## config.mk

```make
export PLATFORM = sky130hd
export DESIGN_NAME = wdt_ctrl_flat
export DESIGN_NICKNAME = d
export VERILOG_FILES = /design/src/rtl/wdt_pkg.sv /design/src/rtl/wdt_ctrl_if.sv /design/src/rtl/wdt_prescaler.sv /design/src/rtl/wdt_ctrl.sv /design/src/flat_wrapper.sv
export SDC_FILE = /design/constraint.sdc
export NUM_CORES = 1
export LEC_CHECK = 0
export CELL_PAD_IN_SITES_DETAIL_PLACEMENT = 0
export CELL_PAD_IN_SITES_GLOBAL_PLACEMENT = 1
export CORE_ASPECT_RATIO = 2
export CORE_MARGIN = 1
export CORE_UTILIZATION = 44
export CTS_CLUSTER_DIAMETER = 30
export DETAILED_ROUTE_END_ITERATION = 16
export PLACE_DENSITY_LB_ADDON = 0.1
export SLEW_MARGIN = 20
export SYNTH_ARGS = -nofsm -noshare
export SYNTH_HDL_FRONTEND = slang
export SYNTH_SLANG_ARGS = --single-unit
```

## constraint.sdc

```tcl
create_clock -name pclk -period 8.65 [get_ports pclk]
set_clock_uncertainty 0.15 [all_clocks]
set_input_delay 1.73 -clock pclk [delete_from_list [all_inputs] [get_ports pclk]]
set_output_delay 1.73 -clock pclk [all_outputs]
set_load 0.05 [all_outputs]
```

## src/rtl/wdt_pkg.sv

```systemverilog
// Shared definitions for the watchdog controller: FSM states, register map and CTRL layout.
package wdt_pkg;

   typedef enum logic [1:0] {
      ST_IDLE  = 2'd0,
      ST_COUNT = 2'd1,
      ST_WARN  = 2'd2,
      ST_RESET = 2'd3
   } wdt_state_e;

   localparam logic [7:0] OFS_CTRL = 8'h00;
   localparam logic [7:0] OFS_LOAD = 8'h04;

   localparam int CTRL_EN     = 0;
   localparam int CTRL_IRQ_EN = 1;
   localparam int CTRL_RST_EN = 2;
   localparam int CTRL_PRESC  = 8;
   localparam int CTRL_TOF    = 31;
   localparam int PRESC_W     = 8;

endpackage

```

## src/rtl/wdt_ctrl_if.sv

```systemverilog
// Register access bus of the watchdog: per-register access strobes, write data, read data.
interface wdt_ctrl_if;
   logic        ena00;
   logic        ena04;
   logic        pwrite;
   logic [31:0] pwdata;
   logic [31:0] dataout;

   modport master (output ena00, ena04, pwrite, pwdata, input dataout);
   modport slave  (input ena00, ena04, pwrite, pwdata, output dataout);
endinterface

```

## src/rtl/wdt_prescaler.sv

```systemverilog
// Tick divider: one tick every presc+1 cycles while run is high. Built only with WDT_PRESCALER_EN.
`ifdef WDT_PRESCALER_EN
module wdt_prescaler import wdt_pkg::*; (
   input  logic               pclk,
   input  logic               rst,
   input  logic               run,
   input  logic               restart,
   input  logic [PRESC_W-1:0] presc,
   output logic               tick
);
   logic [PRESC_W-1:0] pcnt;

   // >= so that lowering PRESC mid-period ticks at once instead of wrapping
   assign tick = run & (pcnt >= presc);

   always_ff @(posedge pclk or posedge rst) begin
      if (rst)                         pcnt <= '0;
      else if (!run || restart || tick) pcnt <= '0;
      else                             pcnt <= pcnt + 1'b1;
   end
endmodule
`endif

```

## src/rtl/wdt_ctrl.sv

```systemverilog
// Watchdog controller: CTRL/LOAD registers, IDLE/COUNT/WARN/RESET FSM, irq and reset-request outputs.
// Optional prescaler field CTRL[15:8] is present only when WDT_PRESCALER_EN is defined.
module wdt_ctrl import wdt_pkg::*; #(
   parameter int CNT_W   = 32,
   parameter int RST_CYC = 16
) (
   input  logic       pclk,
   input  logic       rst,
   wdt_ctrl_if.slave  bus,
   output logic       wdt_irq,
   output logic       wdt_rst
);
   localparam int              RC_W    = (RST_CYC > 1) ? $clog2(RST_CYC) : 1;
   localparam logic [RC_W-1:0] RC_LAST = RC_W'(RST_CYC - 1);

   wdt_state_e       state, state_n;
   logic             en, en_n, irq_en, irq_en_n, rst_en, rst_en_n, tof, tof_n;
   logic [CNT_W-1:0] load, load_n, cnt, cnt_n;
   logic [RC_W-1:0]  rc, rc_n;
   logic             running, wr_ctrl, kick, tick;

   assign running = (state == ST_COUNT) || (state == ST_WARN);
   assign wr_ctrl = bus.ena00 & bus.pwrite & (state != ST_RESET);
   assign kick    = bus.ena04 & bus.pwrite & (state != ST_RESET);

`ifdef WDT_PRESCALER_EN
   logic [PRESC_W-1:0] presc, presc_n;

   wdt_prescaler u_presc (
      .pclk    (pclk),
      .rst     (rst),
      .run     (running),
      .restart (kick),
      .presc   (presc),
      .tick    (tick)
   );

   always_comb begin
      presc_n = presc;
      if (wr_ctrl) presc_n = bus.pwdata[CTRL_PRESC +: PRESC_W];
   end

   always_ff @(posedge pclk or posedge rst) begin
      if (rst) presc <= '0;
      else     presc <= presc_n;
   end
`else
   assign tick = running;
`endif

   always_ff @(posedge pclk or posedge rst) begin
      if (rst) begin
         state   <= ST_IDLE;
         en      <= 1'b0;
         irq_en  <= 1'b0;
         rst_en  <= 1'b0;
         tof     <= 1'b0;
         load    <= '1;
         cnt     <= '1;
         rc      <= '0;
         wdt_irq <= 1'b0;
         wdt_rst <= 1'b0;
      end else begin
         state   <= state_n;
         en      <= en_n;
         irq_en  <= irq_en_n;
         rst_en  <= rst_en_n;
         tof     <= tof_n;
         load    <= load_n;
         cnt     <= cnt_n;
         rc      <= rc_n;
         // outputs come straight from flops, fed by next-state values
         wdt_irq <= tof_n & irq_en_n;
         wdt_rst <= (state_n == ST_RESET);
      end
   end

   always_comb begin
      state_n  = state;
      en_n     = en;
      irq_en_n = irq_en;
      rst_en_n = rst_en;
      tof_n    = tof;
      load_n   = load;
      cnt_n    = cnt;
      rc_n     = rc;

      if (wr_ctrl) begin
         en_n     = bus.pwdata[CTRL_EN];
         irq_en_n = bus.pwdata[CTRL_IRQ_EN];
         rst_en_n = bus.pwdata[CTRL_RST_EN];
      end
      if (kick) load_n = bus.pwdata[CNT_W-1:0];

      case (state)
         ST_IDLE: begin
            cnt_n = load_n;
            rc_n  = '0;
            if (en) state_n = ST_COUNT;
         end
         ST_COUNT, ST_WARN: begin
            // disable beats kick, kick beats an expiring tick
            if (wr_ctrl && !bus.pwdata[CTRL_EN]) begin
               state_n = ST_IDLE;
               tof_n   = 1'b0;
               cnt_n   = load;
            end else if (kick) begin
               state_n = ST_COUNT;
               tof_n   = 1'b0;
               cnt_n   = load_n;
            end else if (tick) begin
               if (cnt == '0) begin
                  cnt_n = load;
                  if (state == ST_COUNT) begin
                     state_n = ST_WARN;
                     tof_n   = 1'b1;
                  end else if (rst_en) begin
                     state_n = ST_RESET;
                     rc_n    = '0;
                  end else begin
                     state_n = ST_COUNT;
                  end
               end else begin
                  cnt_n = cnt - 1'b1;
               end
            end
         end
         ST_RESET: begin
            if (rc == RC_LAST) begin
               state_n = ST_IDLE;
               en_n    = 1'b0;
            end else begin
               rc_n = rc + 1'b1;
            end
         end
         default: state_n = ST_IDLE;
      endcase
   end

   always_comb begin
      bus.dataout = '0;
      if (bus.ena00) begin
         bus.dataout[CTRL_EN]     = en;
         bus.dataout[CTRL_IRQ_EN] = irq_en;
         bus.dataout[CTRL_RST_EN] = rst_en;
         bus.dataout[CTRL_TOF]    = tof;
`ifdef WDT_PRESCALER_EN
         bus.dataout[CTRL_PRESC +: PRESC_W] = presc;
`endif
      end else if (bus.ena04) begin
         bus.dataout[CNT_W-1:0] = cnt;
      end
   end

endmodule
```

## src/flat_wrapper.sv

```systemverilog
// flat-port wrapper written by rule: the top's interface ports become plain ports
module wdt_ctrl_flat import wdt_pkg::*;
#(
   parameter int CNT_W   = 32,
   parameter int RST_CYC = 16
)
  (pclk, rst, wdt_irq, wdt_rst, bus_ena00, bus_ena04, bus_pwrite, bus_pwdata, bus_dataout);
  wdt_ctrl_if bus_i ();
  input  logic pclk;
  input  logic rst;
  output logic wdt_irq;
  output logic wdt_rst;
  input wire logic [$bits(bus_i.ena00)-1:0] bus_ena00;
  input wire logic [$bits(bus_i.ena04)-1:0] bus_ena04;
  input wire logic [$bits(bus_i.pwrite)-1:0] bus_pwrite;
  input wire logic [$bits(bus_i.pwdata)-1:0] bus_pwdata;
  output wire logic [$bits(bus_i.dataout)-1:0] bus_dataout;
  assign bus_i.ena00 = bus_ena00;
  assign bus_i.ena04 = bus_ena04;
  assign bus_i.pwrite = bus_pwrite;
  assign bus_i.pwdata = bus_pwdata;
  assign bus_dataout = bus_i.dataout;
  wdt_ctrl #(.CNT_W(CNT_W), .RST_CYC(RST_CYC)) u_core (.pclk(pclk), .rst(rst), .bus(bus_i), .wdt_irq(wdt_irq), .wdt_rst(wdt_rst));
endmodule
```

### Yosys cells after proc, flatten, opt, wreduce, memory -nomap -nowiden

Index checks and enable logic that the tools add are counted.

* flip-flop bits (word level): 76
* bits of input ports: 37

* muxes and demuxes: 37
* bitwise logic cells: 5
* equality and inequality tests: 14
* reduce and logical (&&, ||, !) cells: 9
* add/subtract/negate cells: 2

Operators by type and width (number)
* two-way mux 32 bit: 6
* case mux 32 bit (2 select lines): 1
* logical NOT 32 bit: 1
* subtractor 32 x 1 -> 32 bit, second input constant: 1
* two-way mux 28 bit: 1
* two-way mux 4 bit: 7
* two-way mux 2 bit: 8
* case mux 4 bit (3 select lines): 1
* two-way mux 1 bit: 11
* inequality test 2 bit, second input constant: 5
* AND reduction 7 bit: 1
* equality test 2 bit, second input constant: 3
* inequality test 2 x 1 -> 1 bit, second input constant: 3
* case mux 2 bit (3 select lines): 1
* bitwise AND 1 bit: 5
* adder 4 x 1 -> 4 bit, second input constant: 1
* equality test 4 bit, second input constant: 1
* inequality test 4 x 1 -> 1 bit, second input constant: 1
* two-way mux 3 bit: 1
* equality test 2 x 1 -> 1 bit, second input constant: 1
* logical NOT 2 bit: 1
* AND reduction 2 bit: 1
* nonzero test 2 bit: 1
* OR reduction 2 bit: 1
* other kinds (3): 3

### Longest topological paths before layout

Gate-level depths: netlist of the first run.

* word-level depth: 8
* mapped depth: 11

### Worst setup path after synthesis of the first run

No wires, ideal clock.

* path kind: input port to output port
* start point: in bus_ena00
* end point: out bus_dataout[31]
* path buffers: 1
* arrival: 3.031 ns
* stages: 2
* path slack: 3.739 ns
* cell sequence: clkbuf_1 > o21ai_0

* longest elaborated chain between the ends: 1

Ends and longest elaborated chain
* from (decl): RTL line flat_wrapper.sv:13 `input wire logic [$bits(bus_i.ena00)-1:0] bus_ena00;`
* two-way mux 1 bit: RTL line wdt_ctrl.sv:142 `if (bus.ena00) begin`
* to (decl): RTL line flat_wrapper.sv:17 `output wire logic [$bits(bus_i.dataout)-1:0] bus_dataout;`

Every way passes these cells.

### Worst setup path after layout of the first run

* start point: in bus_ena00
* end point: out bus_dataout[20]

* longest elaborated chain between the ends: 1

Ends and longest elaborated chain (RTL line)
* two-way mux 28 bit: wdt_ctrl.sv:142

Every way passes these cells.

==> impl_metrics.py, run 1 <==
metrics = {
    "status": {
        "status": "finished clean",
    },
    "clocking": {
        "clk_latency_ns": 0.33,
        "cts-resized-gates": 0,
        "postCtsHoldBufs": 0,
        "cts_tree": "yes",
        "clkSinkCount": 76,
        "cts_made_buffers": 9,
        "htreeDepth": 3,
        "clock_tree.buffer_depth": 2,
        "clock-root-buffer": "clkbuf_16",
        "cts.reportedPaths.clkPinSlew_ns": 0.06,
        "post-cts-setup-buffer-count": 0,
    },
    "final_layout": {
        "drive_gt1_share_pct": 16.1,
        "nets": 709,
        "post_layout_nonfiller_instances": 813,
        "synthToLayoutAreaGrowth_pct": 22.2,
        "num_antenna_cells": 0,
        "final_cell_area_mm2": 0.00616,
        "num-fill-cells": 1056,
    },
    "sta": {
        "setup_viol": 0,
        "timing.fmax_mhz": 158,
        "slew-limit-headroom_pct": 28.5,
        "finalHoldViolCount": 0,
        "period_share_pct": 73.0,
        "rsz0062_at_grt": "false",
        "tns_ns": 0,
        "worst_pin_slew_ns": 1.07,
        "min_period_ns": 6.31,
        "drv_slew": 0,
    },
    "synthesis": {
        "synth.most_common_cell": "nand2_1",
        "syn-instance-count": 618,
        "synthTopCellsByArea": "dfstp_2 33%, nand2_1 8.8%, dfrtp_1 6.0%",
        "yosys_most_used_dff": "dfstp_2",
        "synth_top_area_cell": "dfstp_2",
        "synthTopCellsByCount": "118 x nand2_1, 64 x dfstp_2, 45 x nor2_1, 38 x clkbuf_1, 36 x a21oi_1",
        "ys_seq_area_share_pct": 39.3,
        "synth_area_mm2": 0.00504,
        "yosys_warnings": 0,
        "async_flop_share_pct": 100,
        "synth_edf_count": 0,
        "syn_nets": 661,
        "synth_seq_cells": 76,
        "syn_area_per_cell_um2": 8.16,
        "yosysUniqueCellTypes": 60,
        "synth_top_area_share_pct": 33.3,
    },
    "global_routing": {
        "grt_use_total_pct": 27.9,
        "grt_pass1_vias": 4826,
        "grt_overflow": 0,
        "grt_pass1_wl_mm": 25.6,
        "grt_antenna_before_repair": 0,
        "grt_max_degree": 77,
    },
    "worst_setup_path": {
        "r2r-end": "u_core.cnt[29]",
        "cp-endpoint": "bus_dataout[20]",
        "critPathCaptureType": "output port",
        "reg2reg_depth": 6,
        "max_stage_delay_ns": 0.80,
        "cp.arrival_ns": 4.43,
        "r2r_start": "u_core.state[0]",
        "crit_fanout": 17,
        "startpoint": "bus_ena00",
        "crit_path_start_kind": "primary input",
        "slowest_stage": "clkdlybuf4s50_1",
        "crit_type": "in -> out",
        "r2r_setup_slack_ns": 5.12,
        "crit_top_cell": "clkdlybuf4s50_1",
        "crit_chain": "clkdlybuf4s50_1 > nor2_1 > buf_4 > and2_1 > clkdlybuf4s50_1",
        "required_ns": 6.77,
    },
    "floorplanning": {
        "num_rows": 55,
        "die_w_um": 77.7,
        "initial_core_util_pct": 45.0,
        "io_pins": 71,
        "core_mm2": 0.0112,
        "die_y_um": 153,
        "die_area_mm2": 0.0119,
    },
    "detailed_routing": {
        "vias": 4934,
        "wl_met3_um": 604,
        "post_drt_wl_per_cell_um": 19.6,
        "highest_layer": "met4",
        "wl_met1_mm": 6.49,
        "vias_per_cell": 6.07,
        "dr_wl_met2_mm": 8.34,
        "drtPass1Iterations": 5,
        "drc": 0,
        "drt_wl_total_mm": 15.9,
        "antenna_left": 0,
        "drtIter0Drc": 384,
    },
    "placed_design": {
        "port_buffers": 70,
        "placed_cell_area_mm2": 0.00583,
        "gp_congestion": 0.779,
        "hpwl_mm": 10.5,
        "place_inst": 797,
    },
    "pwr": {
        "power_density_mw_per_mm2": 290,
        "vdd_drop_max_uv": 150,
        "p_leak_uw": 0.00244,
    },
    "worst_hold_path": {
        "worst_hold_path_type": "reg -> reg",
    },
    "flow_run": {
        "max_cap_viol_count": 0,
    },
}
==> placed cells by master (no fill, tap or decap), types with 6 or more instances in the layout <==
cell type	synthesis	layout
nand2_1	118	118
clkdlybuf4s50_1	0	70
dfstp_2	64	64
nor2_1	45	45
a21oi_1	36	36
and2_1	26	26
o22ai_1	24	24
o21ai_0	23	23
nand3_1	22	22
a211oi_1	18	18
nor3_1	15	15
o211ai_1	15	15
inv_1	13	12
dfrtp_1	12	12
nor4_1	11	11
xnor2_1	11	11
and3_1	10	10
or3_1	9	9
xor2_1	9	9
clkbuf_16	0	9
buf_4	1	8
nand2b_1	7	7
nand4_1	6	6
mux2_2	6	6
a31oi_1	6	6
ha_1	6	6
==> cell families (layout without fill, tap and decap cells) <==
family                     after synthesis  count (layout)  synth area share, %
DFF                                     76              76                 39.3
muxes                                   12              12                 2.63
xor gates and xnor gates                20              20                 3.47
buffers and inverters                   55             108                 4.34
AOI/OAI and AO/OA                      156             156                 20.4
adders and majority gates                6               6                 1.49
and+or+nand+nor                        293             293                 28.3
==> per-stage QoR <==
step	total power (uW)	hold slack [ns]	utilization [%]	setup WS (ns)
after floorplan	1150	0.296	-	3.74
after global placement	1350	0.315	52.0	2.46
after detailed placement	1360	0.324	52.0	2.35
after CTS	1780	0.329	54.9	2.35
after global routing	1890	0.349	54.9	2.22
final	1780	0.334	54.9	2.34
==> worst min-delay path by stage <==
stage | from | to | slack (ns) | cells past startpoint
2_1_floorplan | u_core.load[24] | u_core.load[24] | 0.30 | 2
3_3_place_gp | u_core.load[14] | u_core.load[14] | 0.31 | 2
3_5_place_dp | u_core.load[12] | u_core.load[12] | 0.32 | 2
4_1_cts | u_core.load[12] | u_core.load[12] | 0.33 | 2
5_1_grt | u_core.load[12] | u_core.load[12] | 0.35 | 2
6_report | u_core.load[12] | u_core.load[12] | 0.33 | 2
==> per-layer routing <==
metal,track usage [%],vias up
met5,0,-
met4,12.7,0
met3,2.81,34
met2,50.3,163
met1,32.7,2422
li1,-,2315
==> critical path: cells and delay by family <==
| kind | cells | cell delay, ns |
|---|---|---|
| buf+inv | 3 | 1.88 |
| simple gates | 2 | 0.81 |
==> report_power, final <==
group	internal, uW	switching (uW)
sequential	530	159
clock	269	150
combinational	282	394
==> final cells by class <==
cell class	instances	area (um2)	area share, %
Timing Repair Buffer	78	761	12.3
Tap cell	142	178	2.88
Clock buffer	13	260	4.22
Clock inverter	3	68.8	1.12
Sequential cell	76	1980	32.2
Inverter	14	52.6	0.853
Multi-Input combinational cell	487	2860	46.4
==> registers in the layout (all words and copies together), names as in the netlist, 2 cells and up <==
register / count
u_core.rc: 4
u_core.load: 32
u_core.cnt: 32
u_core.state: 2
No activity file was read; power rests on OpenSTA's default activity.
==> run 2, diff against run 1 <==
Settings changed: CORE_UTILIZATION 44 to 41.
Clock period 8.65 ns to 6.18 ns, I/O delays scaled along.
==> run 2 against run 1 <==
Worst setup slack got worse by 1.3 ns; utilization down 3.7 points; wire length rose by 4.6%; clock power increased by 38%; sequential cell count is the same; final area rose by 0.14%; critical endpoint is now bus_dataout[30]; largest cell class unchanged; largest power group unchanged.
==> impl_metrics.py, run 2 (synthesized netlist as in run 1, its figures left out) <==
metrics = {
    "worst_hold_path": {
        "worst_hold_path_type": "reg -> reg",
    },
    "sta": {
        "fin_ws_ns": 1.03,
        "min_period_ns": 5.15,
        "drv_slew": 0,
        "worst_pin_slew_ns": 0.950,
        "period_share_pct": 83.4,
        "setup_viol": 0,
        "rsz0062_at_grt": "false",
        "slew-limit-headroom_pct": 36.7,
        "timing.fmax_mhz": 194,
        "finalHoldViolCount": 0,
        "tns_ns": 0,
    },
    "worst_setup_path": {
        "startpoint": "bus_ena04",
        "required_ns": 4.79,
        "cp.arrival_ns": 3.77,
        "r2r-end": "u_core.cnt[0]",
        "cp-endpoint": "bus_dataout[30]",
        "crit_type": "in -> out",
        "crit_path_start_kind": "primary input",
        "critPathCaptureType": "output port",
        "reg2reg_depth": 6,
        "r2r_start": "u_core.cnt[6]",
        "r2r_setup_slack_ns": 2.83,
        "crit_fanout": 17,
    },
    "clocking": {
        "clk_latency_ns": 0.34,
        "clock-root-buffer": "clkbuf_16",
        "cts_tree": "yes",
        "postCtsHoldBufs": 0,
        "cts.reportedPaths.clkPinSlew_ns": 0.06,
        "cts_made_buffers": 9,
        "post-cts-setup-buffer-count": 0,
        "cts-resized-gates": 0,
        "clock_tree.buffer_depth": 2,
        "htreeDepth": 3,
        "clkSinkCount": 76,
    },
    "pwr": {
        "p_int_uw": 1500,
        "swShare_pct": 40.1,
        "power_frac_comb_pct": 38.4,
        "p_seq_share_pct": 38.5,
        "power_density_mw_per_mm2": 407,
        "p_sw_uw": 1010,
        "p_leak_uw": 0.00245,
        "clockPowerShare_pct": 23.1,
        "vdd_drop_max_uv": 199,
    },
    "detailed_routing": {
        "drtIter0Drc": 266,
        "drtPass1Iterations": 5,
        "highest_layer": "met4",
        "drt_wl_total_mm": 16.6,
        "dr_wl_met2_mm": 8.71,
        "antenna_left": 0,
        "vias": 4960,
        "post_drt_wl_per_cell_um": 20.3,
        "wl_met3_um": 720,
        "wl_met1_mm": 6.82,
        "vias_per_cell": 6.05,
        "drc": 0,
    },
    "final_layout": {
        "synthToLayoutAreaGrowth_pct": 22.4,
        "drive_gt1_share_pct": 16.2,
        "reg_top3": "u_core.cnt: 32 flops, u_core.load: 32 flops, u_core.rc: 4 flops",
        "num_antenna_cells": 0,
        "num-fill-cells": 1216,
        "layout_common_cells": "118 x nand2_1, 70 x clkdlybuf4s50_1, 64 x dfstp_2",
        "final_cell_area_mm2": 0.00617,
        "seq_area_mm2": 0.00198,
        "final_common_cell": "nand2_1",
        "multi_input_area_mm2": 0.00286,
        "nets": 711,
    },
    "floorplanning": {
        "initial_core_util_pct": 41.8,
        "die_y_um": 159,
        "core_mm2": 0.0121,
        "io_pins": 71,
        "num_rows": 57,
        "die_w_um": 80.4,
        "die_area_mm2": 0.0128,
    },
    "global_routing": {
        "grt_antenna_before_repair": 0,
        "grt_pass1_wl_mm": 26.2,
        "grt_max_degree": 48,
        "grt_pass1_vias": 4796,
        "grt_use_total_pct": 27.1,
        "grt_overflow": 0,
    },
    "status": {
        "status": "finished clean",
    },
    "placed_design": {
        "gp_congestion": 0.813,
        "placed_cell_area_mm2": 0.00585,
        "hpwl_mm": 10.9,
        "port_buffers": 70,
        "place_ws_ns": 1.01,
    },
    "flow_run": {
        "max_cap_viol_count": 0,
    },
}
[run 2: changes by cell type in the layout (fill, tap and decap cells not counted)]
cell / previous run / this run
clkbuf_8: 2 / 1
o21ai_2: 1 / 0
buf_4: 8 / 10
and3b_2: 0 / 1
and3b_1: 1 / 0
o21ai_1: 0 / 1
clkinv_1: 0 / 1
[run 2: critical path: stages]
cell	delay, ns
clkdlybuf4s50_1	0.54
inv_1	0.17
nor2_1	0.51
buf_4	0.33
and2_1	0.18
clkdlybuf4s50_1	0.80
[run 2: layout make-up]
type	instances	share of cell area [%]
Sequential cell	76	32.1
Clock inverter	4	1.18
Timing Repair Buffer	80	12.6
Inverter	14	0.852
Tap cell	147	2.98
Multi-Input combinational cell	487	46.3
Clock buffer	12	3.99
[run 2: stage by stage]
stage | power, uW | utilization (%) | std cells | hold slack [ns]
2_1_floorplan | 1610 | - | 618 | 0.296
3_3_place_gp | 1910 | 48.6 | 804 | 0.313
3_5_place_dp | 1920 | 48.6 | 804 | 0.320
4_1_cts | 2510 | 51.2 | 820 | 0.330
5_1_grt | 2640 | 51.2 | 820 | 0.353
6_report | 2510 | 51.2 | 820 | 0.334
[run 2: per-layer routing]
| metal | vias to the layer above | GRT usage, % |
|---|---|---|
| met5 | - | 0 |
| met4 | 0 | 9.42 |
| met1 | 2445 | 32.4 |
| li1 | 2328 | - |
| met3 | 24 | 3.56 |
| met2 | 163 | 48.1 |
[run 2: power groups by stage]
stage,Clock (uW),Sequential (uW),Combinational (uW)
floorplan,0,875,730
global placement,0,962,944
detailed placement,0,965,958
CTS,589,958,963
global route,606,987,1050
finish,580,965,965
[run 2: worst min-delay path by stage]
stage	startpoint	end	depth (start not counted)	slack [ns]
floorplan	u_core.load[24]	u_core.load[24]	2	0.30
global placement	u_core.load[12]	u_core.load[12]	2	0.31
detailed placement	u_core.load[12]	u_core.load[12]	2	0.32
CTS	u_core.load[12]	u_core.load[12]	2	0.33
global route	u_core.load[11]	u_core.load[11]	2	0.35
finish	u_core.load[12]	u_core.load[12]	2	0.33
